==> config.mk <==
export PLATFORM = sky130hd
export DESIGN_NAME = request_unit
export DESIGN_NICKNAME = d
export VERILOG_FILES = /design/src/rtl/request_unit_pkg.sv /design/src/rtl/request_unit_sat_counter.sv /design/src/rtl/request_unit.sv
export SDC_FILE = /design/constraint.sdc
export NUM_CORES = 1
export LEC_CHECK = 0
export CAP_MARGIN = 20
export CORE_MARGIN = 3
export CORE_UTILIZATION = 50
export DETAILED_ROUTE_END_ITERATION = 6
export GPL_ROUTABILITY_DRIVEN = 0
export PLACE_DENSITY = 0.89
export RECOVER_POWER = 100
export SYNTH_ARGS = -nofsm -noshare
export SYNTH_HDL_FRONTEND = slang
export SYNTH_SLANG_ARGS = --single-unit
==> constraint.sdc <==
create_clock -name CLK -period 5.15 [get_ports CLK]
set_input_delay 1.545 -clock CLK [delete_from_list [all_inputs] [get_ports CLK]]
set_output_delay 1.545 -clock CLK [all_outputs]
set_load 0.02 [all_outputs]
==> src/rtl/request_unit_pkg.sv <==
// Shared types for the request unit.
//   reqstate_t : request sequencer state (FETCH, DATA, HALTED), 2-bit encoding
//   CNT_W_DEFAULT : default width of the stall-cycle counter
package request_unit_pkg;

    localparam int unsigned CNT_W_DEFAULT = 16;

    typedef enum logic [1:0] {
        FETCH  = 2'b00,
        DATA   = 2'b01,
        HALTED = 2'b10
    } reqstate_t;

endpackage

==> src/rtl/request_unit_sat_counter.sv <==
// Unsigned up-counter that sticks at its maximum value instead of wrapping.
//   clk_i   : clock, rising edge
//   rst_ni  : asynchronous active-low reset, clears the count
//   inc_i   : increment by one this cycle (ignored at maximum)
//   clr_i   : synchronous clear, takes priority over inc_i
//   count_o : current count
module sat_counter #(
    parameter int unsigned W = 16
) (
    input  logic         clk_i,
    input  logic         rst_ni,
    input  logic         inc_i,
    input  logic         clr_i,
    output logic [W-1:0] count_o
);

    localparam logic [W-1:0] MAX = '1;

    logic [W-1:0] count_q;
    logic [W-1:0] count_d;

    // Next count: clear, saturating increment, or hold.
    always_comb begin
        count_d = count_q;
        if (clr_i) begin
            count_d = '0;
        end else if (inc_i && (count_q != MAX)) begin
            count_d = count_q + W'(1);
        end
    end

    always_ff @(posedge clk_i or negedge rst_ni) begin
        if (!rst_ni) begin
            count_q <= '0;
        end else begin
            count_q <= count_d;
        end
    end

    assign count_o = count_q;

endmodule

==> src/rtl/request_unit.sv <==
// Memory request sequencer for the single-cycle MIPS datapath.
// Paces the datapath on ihit/dhit and drives the memory arbiter enables.
//   CLK, nRST        : clock (rising edge), asynchronous active-low reset
//   MemRead/MemWrite : current instruction loads/stores
//   halt             : current instruction is HALT
//   ihit/dhit        : instruction fetch / data access completes this cycle
//   iREN             : instruction read enable (decoded from state)
//   dREN/dWEN        : data read/write enable (registered)
//   pc_en            : PC advance strobe, one cycle per retired instruction
//   halted           : sticky halted flag (registered)
//   proto_err        : pulse when a load and store are both requested on ihit
//   stall_cnt        : saturating count of cycles spent waiting on a hit
module request_unit
    import request_unit_pkg::*;
#(
    parameter int unsigned CNT_W = CNT_W_DEFAULT
) (
    input  logic             CLK,
    input  logic             nRST,
    input  logic             MemRead,
    input  logic             MemWrite,
    input  logic             halt,
    input  logic             ihit,
    input  logic             dhit,
    output logic             iREN,
    output logic             dREN,
    output logic             dWEN,
    output logic             pc_en,
    output logic             halted,
    output logic             proto_err,
    output logic [CNT_W-1:0] stall_cnt
);

    reqstate_t state_q, state_d;
    logic      dren_q, dren_d;
    logic      dwen_q, dwen_d;
    logic      halted_q, halted_d;
    logic      iren_c;
    logic      pc_en_c;
    logic      proto_err_c;
    logic      stall_inc_c;

    // Next state, data enables and per-cycle strobes.
    always_comb begin
        state_d     = state_q;
        dren_d      = dren_q;
        dwen_d      = dwen_q;
        halted_d    = halted_q;
        iren_c      = 1'b0;
        pc_en_c     = 1'b0;
        proto_err_c = 1'b0;
        stall_inc_c = 1'b0;

        case (state_q)
            FETCH: begin
                iren_c = 1'b1;
                dren_d = 1'b0;
                dwen_d = 1'b0;
                if (ihit) begin
                    if (halt) begin
                        state_d  = HALTED;
                        halted_d = 1'b1;
                    end else if (MemRead || MemWrite) begin
                        state_d     = DATA;
                        dren_d      = MemRead;
                        // A conflicting request is treated as a load.
                        dwen_d      = MemWrite && !MemRead;
                        proto_err_c = MemRead && MemWrite;
                    end else begin
                        pc_en_c = 1'b1;
                    end
                end else begin
                    stall_inc_c = 1'b1;
                end
            end
            DATA: begin
                // Data side owns the shared port; control inputs were latched on entry.
                if (dhit) begin
                    pc_en_c = 1'b1;
                    dren_d  = 1'b0;
                    dwen_d  = 1'b0;
                    state_d = FETCH;
                end else begin
                    stall_inc_c = 1'b1;
                end
            end
            HALTED: begin
                halted_d = 1'b1;
            end
            default: begin
                state_d = FETCH;
                dren_d  = 1'b0;
                dwen_d  = 1'b0;
            end
        endcase
    end

    always_ff @(posedge CLK or negedge nRST) begin
        if (!nRST) begin
            state_q  <= FETCH;
            dren_q   <= 1'b0;
            dwen_q   <= 1'b0;
            halted_q <= 1'b0;
        end else begin
            state_q  <= state_d;
            dren_q   <= dren_d;
            dwen_q   <= dwen_d;
            halted_q <= halted_d;
        end
    end

    // Stall counter is cleared only by reset.
    sat_counter #(
        .W (CNT_W)
    ) u_stall_cnt (
        .clk_i   (CLK),
        .rst_ni  (nRST),
        .inc_i   (stall_inc_c),
        .clr_i   (1'b0),
        .count_o (stall_cnt)
    );

    assign iREN      = iren_c;
    assign dREN      = dren_q;
    assign dWEN      = dwen_q;
    assign pc_en     = pc_en_c;
    assign halted    = halted_q;
    assign proto_err = proto_err_c;

endmodule

==> impl_metrics.csv <==
group,metric,value,unit
global_routing,grt_pass1_vias,784,
sta,tightest_slew,0.9003,ns
sta,finalWorstPathRequiredPeriod,4.942,ns
logic_synthesis,synth_compound_area_share,3.465,%
sta,period_share,95.96,%
floorplan,start_util,56.36,%
route,detail-route-antenna-nets,0,
sta,rsz0062_at_grt,"no",
logic_synthesis,synthAdderAreaFrac,1.195,%
logic_synthesis,synth_top_family_by_area,"simple AND/OR/NAND/NOR gates",
cells_and_area,area_growth,29.87,%
pwr,powerDensity,358.9,nW/um2
floorplan,core_area,1858,um2
pwr,power.net_switching,0.1814,mW
logic_synthesis,synth_area,1047,um2
route,drt_first_pass_iters,4,
global_routing,antenna_found_initial,0,
critical_path,path_cells,"dlygate4sd3_1 -> nor4b_1 -> buf_4 -> a22oi_1 -> nor2_1 -> clkdlybuf4s50_1",
outcome,outcome,"finished clean",
logic_synthesis,synth_xor_area_share,12.54,%
global_routing,overflow,0,
placed_design,place_ws,0.3362,ns
cts,clock_sinks,21,
floorplan,die_x,51.77,um
route,drt-total-wl,2138,um
sta,hold_viol_final,0,
logic_synthesis,synthDominantCellAreaShare,50.18,%
worst_hold_path,worstHoldPathType,"flop to flop",
logic_synthesis,synth_common_cells,"21 x dfrtp_1, 10 x xnor2_1, 8 x nand3_1, 6 x nor2_1, 5 x xor2_1",
logic_synthesis,syn_nets,100,
cells_and_area,drive_above_1_share,8.130,%
global_routing,top_usage_layer,"met2",
floorplan,fp-row-count,15,
route,wl_per_cell,14.45,um
logic_synthesis,synth_mux_area_share,2.509,%
pwr,power_frac_comb,34.9,%
cts,postCtsHoldBufs,0,
pwr,vdd_drop_max,0.0003227,V
flow_run,cap_violations,0,
logic_synthesis,syn_area_per_cell,11.38,um2
cts,cts_max_level,1,
critical_path,crit_start,"halt",
sta,hold_slack,0.4851,ns
logic_synthesis,synth_area_leader_cell,"dfrtp_1",
pwr,p_int,0.3067,mW
critical_path,end_kind,"output pin",
critical_path,cp_data_arrival_time,3.40,ns
sta,finalSetupTns,0,ns
cts,cts_buffers,3,
critical_path,cp_max_fo,4,
pwr,netSwitchingFraction,37.17,%
cts,cts_tree,"yes",
cts,post_cts_resized,0,
logic_synthesis,synth-seq-area-share,50.18,%
logic_synthesis,synth_cells,92,
cells_and_area,antennaDiodeCount,0,
critical_path,worst_setup_path_start_kind,"input port",
critical_path,critical_path.slowest_cell,"clkdlybuf4s50_1",
logic_synthesis,synthDistinctLibCells,34,
pwr,total_leakage_power,0.6130,nW
global_routing,grt.total_usage,18.05,%
route,via_per_inst,5.784,
sta,fin_worst_skew,0.001507,ns
logic_synthesis,synth_edf_count,0,
logic_synthesis,synth-simple-area-share,28.32,%
logic_synthesis,ys_seq_elements,21,
global_routing,grt_max_degree,22,
floorplan,die_height,51.77,um
critical_path,r2r_start,"state_q[0]$_DFFE_PN0P_",
global_routing,grt.met1_usage,26.57,%
pwr,seq_power_share,49.2,%
critical_path,path_class,"input port to output pin",
floorplan,die_area,2680,um2
sta,layout_setup_ws,0.2081,ns
sta,max-slew-margin-rel,39.79,%
route,vias,856,
critical_path,crit_end,"pc_en",
pwr,clkPwrFrac,15.9,%
global_routing,grt_pass1_wl,3657,um
critical_path,rr_worst_depth,4,
logic_synthesis,yosys_warnings,0,
global_routing,grt.met3_usage,2.579,%
placed_design,dpl_cell_area,1351,um2
critical_path,ff2ff_setup_slack,3.00,ns
placed_design,dpl.hpwl,1598,um
critical_path,cp.required,3.61,ns
logic_synthesis,synth_most_common_cell,"dfrtp_1",
placed_design,io_buffers,28,
logic_synthesis,synthArstFlopShare,100.0,%
logic_synthesis,synth-main-ff-cell,"dfrtp_1",
cells_and_area,nNetsFinal,132,
sta,fmax,202.4,MHz
floorplan,io_pins,29,
global_routing,use_met2,28.18,%
cells_and_area,fin_area,1360,um2
logic_synthesis,yosys-top-cells-area,"dfrtp_1 50%, xnor2_1 8.4%, xor2_1 4.2%",
cts,clock_path_buffers,2,
cts,postCtsSetupBuffers,0,
cts,cts_root_buf,"clkbuf_4",
sta,setup_violations,0,
cells_and_area,post-route-util,73.20,%
sta,drv_slew,0,
critical_path,max_stage_delay,0.61,ns
cts,clkLatencyLatePin,0.29,ns
critical_path,r2r_end,"u_stall_cnt.count_o[9]$_DFFE_PN0P_",
cts,clk_pin_slew,0.11,ns
route,drc,0,
route,first_iter_violations,13,
layout make-up:
cell class | count | area, um2
timing repair buffer | 29 | 287.8
clock buffer | 4 | 26.28
fill | 143 | 498.0
multi-input combinational | 68 | 485.5
inverter | 1 | 3.754
sequential | 21 | 525.5
tap | 25 | 31.28
worst min path at each step:
stage,cells after the start,to,startpoint
after floorplan,1,state_q[1]$_DFFE_PN0P_,state_q[0]$_DFFE_PN0P_
after global placement,1,halted$_DFFE_PN0P_,halted$_DFFE_PN0P_
after detailed placement,1,halted$_DFFE_PN0P_,halted$_DFFE_PN0P_
after CTS,1,halted$_DFFE_PN0P_,halted$_DFFE_PN0P_
after global routing,1,halted$_DFFE_PN0P_,halted$_DFFE_PN0P_
final,1,halted$_DFFE_PN0P_,halted$_DFFE_PN0P_
per-stage QoR:
| stage | total power [mW] | std cells |
|---|---|---|
| 2_1_floorplan | 0.3473 | 92 |
| 3_3_place_gp | 0.4310 | 144 |
| 3_5_place_dp | 0.4378 | 144 |
| 4_1_cts | 0.5173 | 148 |
| 5_1_grt | 0.5225 | 148 |
| 6_report | 0.4881 | 148 |
critical path: cells and delay by family:
kind            cells  cell delay (ns)
simple gates        2             0.42
buf+inv             3             1.37
compound gates      1             0.06
placed cells by master (no fill, tap or decap), types with 2 or more instances in the layout:
| cell type | instances |
|---|---|
| and3_1 | 3 |
| clkbuf_4 | 3 |
| nor2_1 | 6 |
| clkdlybuf4s50_1 | 5 |
| nand3_1 | 8 |
| o21ai_0 | 3 |
| nor3_1 | 3 |
| dfrtp_1 | 21 |
| nand2_1 | 3 |
| dlygate4sd3_1 | 23 |
| nor4b_1 | 3 |
| nand4_1 | 4 |
| mux2_1 | 2 |
| xor2_1 | 5 |
| and4_1 | 2 |
| nand4_2 | 2 |
| xnor2_1 | 10 |
sequential cells by signal (all words and copies together) (netlist names):
register	count
state_q	2
dWEN	1
halted	1
u_stall_cnt.count_o	16
dREN	1
power groups by stage:
stage                     clock [mW]  combinational, mW  sequential (mW)
after floorplan                    0             0.0874            0.260
after global placement             0              0.188            0.243
after detailed placement           0              0.191            0.247
after CTS                     0.0806              0.193            0.243
after global routing          0.0870              0.186            0.249
final                         0.0776              0.170            0.240
routing by layer:
layer	vias to the layer above	routed length, um
li1	409	-
met1	419	960
met2	26	1090
met3	2	73
met4	0	13
met5	-	0
cell families after synthesis:
family	count (synthesis)
flops	21
compound gates	6
xor+xnor	15
buf+inv	3
fa+ha+maj	1
simple gates	44
mux	2
Note: power is estimated with default switching activity, not from simulation.
